--- src/rtl/button_event_ctrl.sv ---
`default_nettype none
// ============================================================================
// Module   : button_event_ctrl
// Summary  : Converts debounced button levels into press and auto-repeat
//            events. Events leave through one shared round-robin
//            valid/ready channel.
// Revision : 1.0
// ============================================================================
module button_event_ctrl #(
    parameter int NBTN          = 4,
    parameter int IDW           = 2,
    parameter int HOLD_DELAY    = 10000000,
    parameter int REPEAT_PERIOD = 2500000,
    parameter int TBITS         = 24
) (
    input  logic            clk,
    input  logic            reset,
    input  logic [NBTN-1:0] btn_clean,
    input  logic            enable,
    output logic            evt_valid,
    input  logic            evt_ready,
    output logic [IDW-1:0]  evt_id,
    output logic            evt_type,
    output logic [NBTN-1:0] pending
);

    typedef enum logic [1:0] {
        ST_IDLE = 2'd0,
        ST_HOLD = 2'd1,
        ST_RPT  = 2'd2
    } btn_state_e;

    localparam logic [TBITS-1:0] c_hold_last = TBITS'(HOLD_DELAY - 1);
    localparam logic [TBITS-1:0] c_rpt_last  = TBITS'(REPEAT_PERIOD - 1);

    logic [NBTN-1:0] btn_prev_q;
    logic [NBTN-1:0] btn_prev_d;
    logic [NBTN-1:0] rise;
    logic [NBTN-1:0] pend_vec;
    logic [NBTN-1:0] ptype_vec;
    logic [NBTN-1:0] cand;
    logic [NBTN-1:0] grant;

    logic            valid_q;
    logic            valid_d;
    logic [IDW-1:0]  id_q;
    logic [IDW-1:0]  id_d;
    logic            etype_q;
    logic            etype_d;
    logic [IDW-1:0]  ptr_q;
    logic [IDW-1:0]  ptr_d;

    logic            load;
    logic            hi_found;
    logic            lo_found;
    logic [IDW-1:0]  hi_id;
    logic [IDW-1:0]  lo_id;
    logic            hi_type;
    logic            lo_type;
    logic            sel_found;
    logic [IDW-1:0]  sel_id;
    logic            sel_type;

    always_comb begin
        btn_prev_d = btn_clean;
    end

    assign rise = btn_clean & ~btn_prev_q;

    // Reset to all ones so a button held across reset release is not a press.
    always_ff @(posedge clk or negedge reset) begin
        if (!reset) begin
            btn_prev_q <= '1;
        end else begin
            btn_prev_q <= btn_prev_d;
        end
    end

    for (genvar gi = 0; gi < NBTN; gi++) begin : g_btn
        btn_state_e       state_q;
        btn_state_e       state_d;
        logic [TBITS-1:0] timer_q;
        logic [TBITS-1:0] timer_d;
        logic             pend_q;
        logic             pend_d;
        logic             ptype_q;
        logic             ptype_d;
        logic             press_cap;
        logic             rpt_cap;
        logic             pend_left;

        always_comb begin
            state_d   = state_q;
            timer_d   = timer_q;
            press_cap = 1'b0;
            rpt_cap   = 1'b0;
            if (!enable) begin
                state_d = ST_IDLE;
                timer_d = '0;
            end else begin
                case (state_q)
                    ST_IDLE: begin
                        if (rise[gi]) begin
                            press_cap = 1'b1;
                            timer_d   = '0;
                            state_d   = ST_HOLD;
                        end
                    end
                    ST_HOLD: begin
                        if (!btn_clean[gi]) begin
                            state_d = ST_IDLE;
                            timer_d = '0;
                        end else if (timer_q == c_hold_last) begin
                            rpt_cap = 1'b1;
                            timer_d = '0;
                            state_d = ST_RPT;
                        end else begin
                            timer_d = timer_q + TBITS'(1);
                        end
                    end
                    ST_RPT: begin
                        if (!btn_clean[gi]) begin
                            state_d = ST_IDLE;
                            timer_d = '0;
                        end else if (timer_q == c_rpt_last) begin
                            rpt_cap = 1'b1;
                            timer_d = '0;
                        end else begin
                            timer_d = timer_q + TBITS'(1);
                        end
                    end
                    default: begin
                        state_d = ST_IDLE;
                        timer_d = '0;
                    end
                endcase
            end

            // A grant this cycle frees the slot, so a capture in the same cycle lands.
            pend_left = pend_q & ~grant[gi];
            pend_d    = pend_left;
            ptype_d   = ptype_q;
            if (!enable) begin
                pend_d = 1'b0;
            end else if (press_cap) begin
                pend_d  = 1'b1;
                ptype_d = 1'b0;
            end else if (rpt_cap && !(pend_left && !ptype_q)) begin
                pend_d  = 1'b1;
                ptype_d = 1'b1;
            end
        end

        always_ff @(posedge clk or negedge reset) begin
            if (!reset) begin
                state_q <= ST_IDLE;
                timer_q <= '0;
                pend_q  <= 1'b0;
                ptype_q <= 1'b0;
            end else begin
                state_q <= state_d;
                timer_q <= timer_d;
                pend_q  <= pend_d;
                ptype_q <= ptype_d;
            end
        end

        assign pend_vec[gi]  = pend_q;
        assign ptype_vec[gi] = ptype_q;
    end

    assign cand = pend_vec & {NBTN{enable}};
    assign load = ~valid_q | evt_ready;

    // Rotating priority: indices above the pointer first, then 0..pointer.
    always_comb begin
        hi_found = 1'b0;
        lo_found = 1'b0;
        hi_id    = '0;
        lo_id    = '0;
        hi_type  = 1'b0;
        lo_type  = 1'b0;
        for (int j = NBTN - 1; j >= 0; j--) begin
            if (cand[j]) begin
                if (j > int'(ptr_q)) begin
                    hi_found = 1'b1;
                    hi_id    = IDW'(j);
                    hi_type  = ptype_vec[j];
                end else begin
                    lo_found = 1'b1;
                    lo_id    = IDW'(j);
                    lo_type  = ptype_vec[j];
                end
            end
        end
        sel_found = hi_found | lo_found;
        sel_id    = hi_found ? hi_id : lo_id;
        sel_type  = hi_found ? hi_type : lo_type;
    end

    always_comb begin
        grant = '0;
        for (int j = 0; j < NBTN; j++) begin
            grant[j] = load & sel_found & (sel_id == IDW'(j));
        end
    end

    always_comb begin
        valid_d = valid_q;
        id_d    = id_q;
        etype_d = etype_q;
        ptr_d   = ptr_q;
        if (load) begin
            if (sel_found) begin
                valid_d = 1'b1;
                id_d    = sel_id;
                etype_d = sel_type;
                ptr_d   = sel_id;
            end else begin
                valid_d = 1'b0;
            end
        end
    end

    always_ff @(posedge clk or negedge reset) begin
        if (!reset) begin
            valid_q <= 1'b0;
            id_q    <= '0;
            etype_q <= 1'b0;
            ptr_q   <= '0;
        end else begin
            valid_q <= valid_d;
            id_q    <= id_d;
            etype_q <= etype_d;
            ptr_q   <= ptr_d;
        end
    end

    assign evt_valid = valid_q;
    assign evt_id    = id_q;
    assign evt_type  = etype_q;
    assign pending   = pend_vec;

endmodule
`default_nettype wire

--- config.mk ---
export PLATFORM = sky130hd
export DESIGN_NAME = button_event_ctrl
export DESIGN_NICKNAME = d
export VERILOG_FILES = /design/src/rtl/button_event_ctrl.sv
export SDC_FILE = /design/constraint.sdc
export NUM_CORES = 1
export LEC_CHECK = 0
export ABC_AREA = 1
export CAP_MARGIN = 30
export CORE_UTILIZATION = 25
export DETAILED_ROUTE_END_ITERATION = 8
export GPL_ROUTABILITY_DRIVEN = 0
export GPL_TIMING_DRIVEN = 1
export PLACE_DENSITY = 0.46
export SYNTH_ARGS = -nofsm -noshare
export SYNTH_HDL_FRONTEND = slang
export SYNTH_SLANG_ARGS = --single-unit
--- constraint.sdc ---
create_clock -name clk -period 2.7 [get_ports clk]
set_input_delay 0.27 -clock clk [delete_from_list [all_inputs] [get_ports clk]]
set_output_delay 0.27 -clock clk [all_outputs]
set_load 0.02 [all_outputs]
==> flow_metrics.tcl, run 1 <==
set metrics [dict create \
    outcome "complete, no violations" \
    timing.critical_path.from "g_btn[0].timer_q[0]$_DFFE_PN0P_" \
    drt_iter0_markers 518 \
    final_period_minus_worst_setup_slack_ps 2070 \
    instances_no_fill 1584 \
    synth_area_um2 8150 \
    post_synth_and_or_nand_nor_area_fraction_pct 34.8 \
    finalSetupTns_ps 0 \
    avgSynthCellArea_um2 7.35 \
    share_comb_of_total_power_pct 21.5 \
    core-area_um2 31800 \
    global_route_total_overflow 0 \
    post-cts-setup-buffers 0 \
    tritoncts.num_buffers 17 \
    setup_violations 0 \
    nFillCells 3394 \
    syn2layout_area_growth_pct 15.5 \
    cts_tree "yes" \
    synth.yosys.seq_area_share_pct 36.9 \
    fp.dieW_um 183 \
    synth_cell_types 47 \
    final_layout_size_suffix_gt1_share_pct 12.8 \
    critPathMaxFanout 10 \
    netlist.top_cell.by_area "sky130_fd_sc_hd__dfrtp_1" \
    total_switching_power_mw 1.88 \
    vdd.ir_drop.worst_mv 0.363 \
    netlist.area_leader.share_pct 35.6 \
    post_synth_main_area_contributors "sky130_fd_sc_hd__dfrtp_1, sky130_fd_sc_hd__nand2_1, sky130_fd_sc_hd__inv_1" \
    p_leak_nw 3.86 \
    cp_data_required_time_ps 3000 \
    post-dp-hpwl_mm 15.7 \
    switching_share_pct 33.5 \
    synth-edff-count 0 \
    hold_path_start "btn_clean[0]" \
    start_util_pct 25.6 \
    max_clock_freq_mhz 484 \
    rsz_0062_raised_after_global_routing "false" \
    synth-compound-area-share_pct 11.7 \
    post-route-period-util_pct 76.5 \
    clockRootBuffer "sky130_fd_sc_hd__clkbuf_16" \
    worst_ep_arrival_time_ps 2370 \
    number_of_nets_in_the_final_layout 1161 \
    worst_slew_margin_rel_pct 62.1 \
    number_of_antenna_diodes 0 \
    port_buffers 15 \
    avgRoutedWirePerCell_um 13.4 \
    combinational_family_with_the_most_area_after_synthesis "simple AND/OR/NAND/NOR gates" \
    grt_first_pass_wirelength_mm 36.7 \
    postSynthCellCount 1109 \
    floorplan.rows 65 \
    cts_repair_resize_count 0 \
    timing.rr.end "g_btn[0].timer_q[16]$_DFFE_PN0P_" \
    cellPowerDensity_nw_per_um2 595 \
    wirelength_mm 21.3 \
    cts_num_sinks 120 \
    clock_power_share_pct 42.0 \
    design_internal_power_mw 3.73 \
    final_hold_vios 0 \
    hold_path_class "in2reg" \
    insertion_delay_ps 420 \
    max_slew_violation_count 0 \
    worst-setup-path-type "reg2reg" \
    yosys_most_used_dff "sky130_fd_sc_hd__dfrtp_1" \
    post-place-cells 1551 \
    worst-r2r-cell-count 11 \
    detail_route.first_pass.iterations 6 \
    synth-async-reset-ratio_pct 100 \
    maxCapViolCount 0 \
    number_of_nets_in_the_synthesized_netlist 1134 \
    dieArea_um2 33300 \
    antenna_found_initial 1 \
    drc 0 \
    total_number_of_yosys_warnings 0 \
    avgViaCountPerCell 4.60 \
    startpoint_type "flip-flop" \
    clk_transition_reported_paths_ps 60 \
    num_vias 7286 \
    most-common-layout-cells "sky130_fd_sc_hd__nand2_1, sky130_fd_sc_hd__inv_1, sky130_fd_sc_hd__dfrtp_1" \
    hold_end "btn_prev_q[0]$_DFF_PN1_" \
    io-pin-count 16 \
    synth_mux_area_share_pct 0 \
    crit-reg2reg-launch "g_btn[0].timer_q[0]$_DFFE_PN0P_" \
    reg2reg_slack_ps 630 \
    grt_max_degree 56 \
    clock_tree.buffer_depth 2 \
    tightest_slew_ps 569 \
    yosys.area_share.xor_xnor_pct 3.76 \
    setup.worst_path.end_class "flip-flop" \
    max_h_tree_level 4 \
    grt_pass1_vias 7287 \
    synth_fa_ha_area_share_pct 2.61 \
    layout_commonest_cell "sky130_fd_sc_hd__nand2_1" \
    fp.dieH_um 183 \
    synth-seq-cells 120 \
    pwr-share-seq_pct 36.5 \
    detail-route-antenna-nets 0 \
    worst_case_clock_skew_ps 15.4 \
    whs_path_depth 1 \
    grt_use_total_pct 13.6 \
]
-- through the flow --
stage	power (mW)	cell area [um2]	utilization (%)	setup WS (ps)	hold WS, ps
floorplan	2.87	8150	-	1040	-25.6
global placement	3.29	8810	27.7	416	287
detailed placement	3.28	8810	27.7	420	290
CTS	5.69	9420	29.6	615	323
global route	5.95	9420	29.6	394	331
finish	5.60	9420	29.6	634	336
-- timing repair --
action	CTS	global route
setup endpoints to repair	0	0
hold buffers	1	0
hold endpoints to repair	51	0
-- worst max-delay path by stage --
| stage | endpoint | slack [ps] | cells past startpoint |
|---|---|---|---|
| floorplan | g_btn[2].timer_q[10]$_DFFE_PN0P_ | 1040 | 11 |
| global placement | g_btn[1].ptype_q$_DFFE_PN0P_ | 420 | 12 |
| detailed placement | g_btn[3].ptype_q$_DFFE_PN0P_ | 420 | 12 |
| CTS | g_btn[0].timer_q[16]$_DFFE_PN0P_ | 610 | 11 |
| global route | g_btn[1].timer_q[23]$_DFFE_PN0P_ | 390 | 12 |
| finish | g_btn[0].timer_q[16]$_DFFE_PN0P_ | 630 | 11 |
-- registers in the layout (all words and copies together), names as in the netlist --
signal and cells:
g_btn.timer_q 96, g_btn.state_q 8, btn_prev_q 4, g_btn.pend_q 4, g_btn.ptype_q 4, ptr_q 2
evt_type 1, evt_valid 1
-- worst max-delay path, cell delays in order (launching register included) --
cell                      delay, ps
sky130_fd_sc_hd__dfrtp_1        390
sky130_fd_sc_hd__ha_1           290
sky130_fd_sc_hd__nand3_2        160
sky130_fd_sc_hd__nor3_1         170
sky130_fd_sc_hd__nand3_1        160
sky130_fd_sc_hd__nand2_1         90
sky130_fd_sc_hd__nand2_1         50
sky130_fd_sc_hd__nand2_1        230
sky130_fd_sc_hd__buf_4          240
sky130_fd_sc_hd__nor2_1          60
sky130_fd_sc_hd__nand2_1         50
sky130_fd_sc_hd__o21ai_1         50
-- routing by layer --
metal | global-route usage (%) | wire [um] | share of wire [%]
met1 | 18.5 | 10700 | 50
met2 | 22.2 | 9680 | 46
met3 | 2.41 | 657 | 3.1
met4 | 3.60 | 173 | 0.81
met5 | 0 | 13 | 0.061
-- power groups by stage --
stage               clock (mW)  sequential [mW]  combinational (mW)
finish                    2.35             2.05                1.20
global route              2.51             2.07                1.37
detailed placement           0             2.07                1.21
CTS                       2.43             2.04                1.22
global placement             0             2.08                1.22
floorplan                    0             2.07               0.799
-- final cells by class --
class / instances / area [um2] / area share, %
Clock buffer: 18 / 439 / 4.66
Clock inverter: 14 / 160 / 1.70
Tap cell: 435 / 544 / 5.78
Sequential cell: 120 / 3010 / 31.9
Multi-Input combinational cell: 784 / 4310 / 45.7
Inverter: 184 / 691 / 7.33
Timing Repair Buffer: 29 / 272 / 2.88
-- Yosys cell counts, types with 4 or more instances --
cell                       instances
sky130_fd_sc_hd__nand2_4           4
sky130_fd_sc_hd__nor2_4            7
sky130_fd_sc_hd__o21ai_1          22
sky130_fd_sc_hd__nand3_2          18
sky130_fd_sc_hd__buf_4             7
sky130_fd_sc_hd__inv_2            19
sky130_fd_sc_hd__inv_1           163
sky130_fd_sc_hd__o22ai_1          31
sky130_fd_sc_hd__nand3_1          91
sky130_fd_sc_hd__a21oi_1          17
sky130_fd_sc_hd__nor3_1           25
sky130_fd_sc_hd__clkbuf_1          7
sky130_fd_sc_hd__nand2_2          10
sky130_fd_sc_hd__xor2_1           33
sky130_fd_sc_hd__nand4_1          58
sky130_fd_sc_hd__nand2_1         238
sky130_fd_sc_hd__o22ai_2          10
sky130_fd_sc_hd__nor2_1           96
sky130_fd_sc_hd__nand3b_1          5
sky130_fd_sc_hd__o21ai_0          55
sky130_fd_sc_hd__dfrtp_1         116
sky130_fd_sc_hd__ha_1             17
sky130_fd_sc_hd__nor2_2           12
sky130_fd_sc_hd__o31ai_1           4
sky130_fd_sc_hd__dfstp_2           4
-- cells by family after synthesis --
kind of cell | Yosys count
adders and majority gates | 17
AOI/OAI and AO/OA | 154
buffers and inverters | 205
DFF | 120
and+or+nand+nor | 578
xor gates and xnor gates | 35
Note: power is estimated with default switching activity, not from simulation.
==> run 2: changes to the inputs <==
Settings changed: PLACE_DENSITY 0.46 to 0.47.
Clock period 2.7 ns to 1.7 ns, I/O delays scaled along.
==> run 2 against run 1 <==
Effect of this change: largest cell class unchanged; sequential power increased by 58%; die area stayed put; clock power up 63%; the run now ends with negative setup slack left; routed wire length grew 12%.
==> flow_metrics.tcl, run 2 (synthesized netlist as in run 1, its figures left out) <==
set metrics [dict create \
    maxCapViolCount 0 \
    tritoncts.num_buffers 17 \
    critical_path.endpoint "g_btn[2].timer_q[20]$_DFFE_PN0P_" \
    rsz_0062_raised_after_global_routing "true" \
    final_core_util_pct 36.6 \
    max_clock_freq_mhz 588 \
    layout_commonest_cell "sky130_fd_sc_hd__nand2_1" \
    grt_first_pass_wirelength_mm 39.2 \
    worstPathCellList "ha_2, nand2_2, nor2_4, inv_2, nor2_4, nand3_2, nand3_2, o21ai_4, buf_4, clkbuf_16, nand3_1, o21ai_1" \
    instances_no_fill 1755 \
    critPathMaxFanout 4 \
    worst_case_clock_skew_ps 13.4 \
    post-route-period-util_pct 100 \
    cts_tree "yes" \
    timing.critical_path.buf_inv 3 \
    grt_max_degree 40 \
    dieArea_um2 33300 \
    flip_flop_count_of_the_largest_register_after_layout 96 \
    tightest_slew_ps 418 \
    worst_ep_arrival_time_ps 2020 \
    largest_register_by_flop_count "g_btn.timer_q" \
    final_period_minus_worst_setup_slack_ps 1700 \
    setup.worst_path.end_class "flip-flop" \
    crit-reg2reg-launch "g_btn[2].timer_q[0]$_DFFE_PN0P_" \
    final_hold_vios 0 \
    avgRoutedWirePerCell_um 13.6 \
    num_vias 8003 \
    grt_pass1_vias 8021 \
    timing.critical_path.depth 12 \
    cp_data_required_time_ps 2020 \
    vdd.ir_drop.worst_mv 0.644 \
    wirelength_mm 23.8 \
    hold_path_class "in2async" \
    core-area_um2 31800 \
    max_h_tree_level 4 \
    timing.rr.end "g_btn[2].timer_q[20]$_DFFE_PN0P_" \
    clk_transition_reported_paths_ps 60 \
    max_slew_violation_count 0 \
    timing.final.ws_setup_ps -2.02 \
    worst-setup-path-type "reg2reg" \
    io-pin-count 16 \
    detail-route-antenna-nets 0 \
    reg.largest.list "g_btn.timer_q (96), g_btn.state_q (8)" \
    syn2layout_area_growth_pct 42.9 \
    failed_checks "negative setup slack" \
    grt_use_total_pct 14.5 \
    final_layout_size_suffix_gt1_share_pct 33.9 \
    most-common-layout-cells "sky130_fd_sc_hd__nand2_1, sky130_fd_sc_hd__inv_1, sky130_fd_sc_hd__buf_4" \
    avgViaCountPerCell 4.56 \
    p_leak_nw 4.97 \
    insertion_delay_ps 420 \
    fp.dieH_um 183 \
    start_util_pct 25.6 \
    clockRootBuffer "sky130_fd_sc_hd__clkbuf_16" \
    number_of_nets_in_the_final_layout 1332 \
    outcome "complete, but fails checks" \
    port_buffers 15 \
    drt_iter0_markers 385 \
    setup_violations 2 \
    fp.dieW_um 183 \
    cts_num_sinks 120 \
    crit_slowest_cell "sky130_fd_sc_hd__dfrtp_1" \
    drc 0 \
    detail_route.first_pass.iterations 4 \
    cellPowerDensity_nw_per_um2 866 \
    worst-r2r-cell-count 12 \
    nFillCells 3303 \
    worst_slew_margin_rel_pct 72.2 \
    finalSetupTns_ps -2.51 \
    post-dp-hpwl_mm 17.0 \
    timing.critical_path.from "g_btn[2].timer_q[0]$_DFFE_PN0P_" \
    startpoint_type "flip-flop" \
    antenna_found_initial 0 \
    post-place-cells 1682 \
    cpPeakStageDelay_ps 360 \
    floorplan.rows 65 \
    critPathTopFamily "simple AND/OR/NAND/NOR gates" \
    reg2reg_slack_ps -2 \
    number_of_antenna_diodes 0 \
    clock_tree.buffer_depth 2 \
    global_route_total_overflow 0 \
]
-- run 2: changes by cell type in the layout (fill, tap and decap cells not counted), sizes merged, moves of 2 or more --
cell | before | now
buf | 14 | 184
clkbuf | 18 | 24
clkdlybuf4s50 | 14 | 10
dlygate4sd2 | 0 | 2
inv | 189 | 182
-- run 2: timing repair --
action,CTS,global route
pin swaps,12,55
resized for setup,32,198
endpoints found under the hold margin,34,0
cloned,0,3
hold buffers,1,0
setup endpoints to repair,42,112
buffers inserted,6,32
-- run 2: how the worst min path moves through the flow --
stage                       from  depth (start not counted)                                to  slack, ps
detailed placement         reset                          1  g_btn[1].timer_q[14]$_DFFE_PN0P_        120
floorplan                  reset                          0              evt_type$_DFFE_PN0P_       -130
CTS                        reset                          2  g_btn[1].timer_q[12]$_DFFE_PN0P_        240
finish                     reset                          2  g_btn[1].timer_q[14]$_DFFE_PN0P_        230
global route        btn_clean[1]                          1           btn_prev_q[1]$_DFF_PN1_        260
global placement           reset                          1  g_btn[1].timer_q[14]$_DFFE_PN0P_        130
-- run 2: per-layer routing --
| metal | global-route usage, % | up-vias | share of wire [%] |
|---|---|---|---|
| li1 | - | 4061 | - |
| met5 | 0 | - | 0 |
| met3 | 2.71 | 23 | 2.4 |
| met2 | 23.6 | 102 | 47 |
| met4 | 5.55 | 0 | 1.7 |
| met1 | 19.1 | 3817 | 49 |
-- run 2: area by class of cell --
cell class              count  area [um2]  share of cell area (%)
multi-input cells         785        5030                    43.1
inverters                 184         701                    6.01
well taps                 435         544                    4.67
flip-flops and latches    120        3020                    25.9
repair buffers            199        1750                    15.0
clock inverters             9         123                    1.05
clock buffers              23         488                    4.19
-- run 2: per-stage QoR --
step | hold WS, ps | total power [mW] | setup slack [ps] | area, um2
after floorplan | -126 | 4.56 | 39.3 | 8150
after global placement | 133 | 5.82 | -202 | 9920
after detailed placement | 124 | 5.82 | -239 | 9920
after CTS | 242 | 9.79 | -10.7 | 10700
after global routing | 259 | 10.6 | -145 | 11700
final | 234 | 10.1 | -2.02 | 11700
-- run 2: power breakdown --
group          total (mW)  internal (mW)  switching [mW]
Clock                3.82           2.45            1.37
Sequential           3.24           3.06           0.174
Combinational        3.03           1.33            1.70
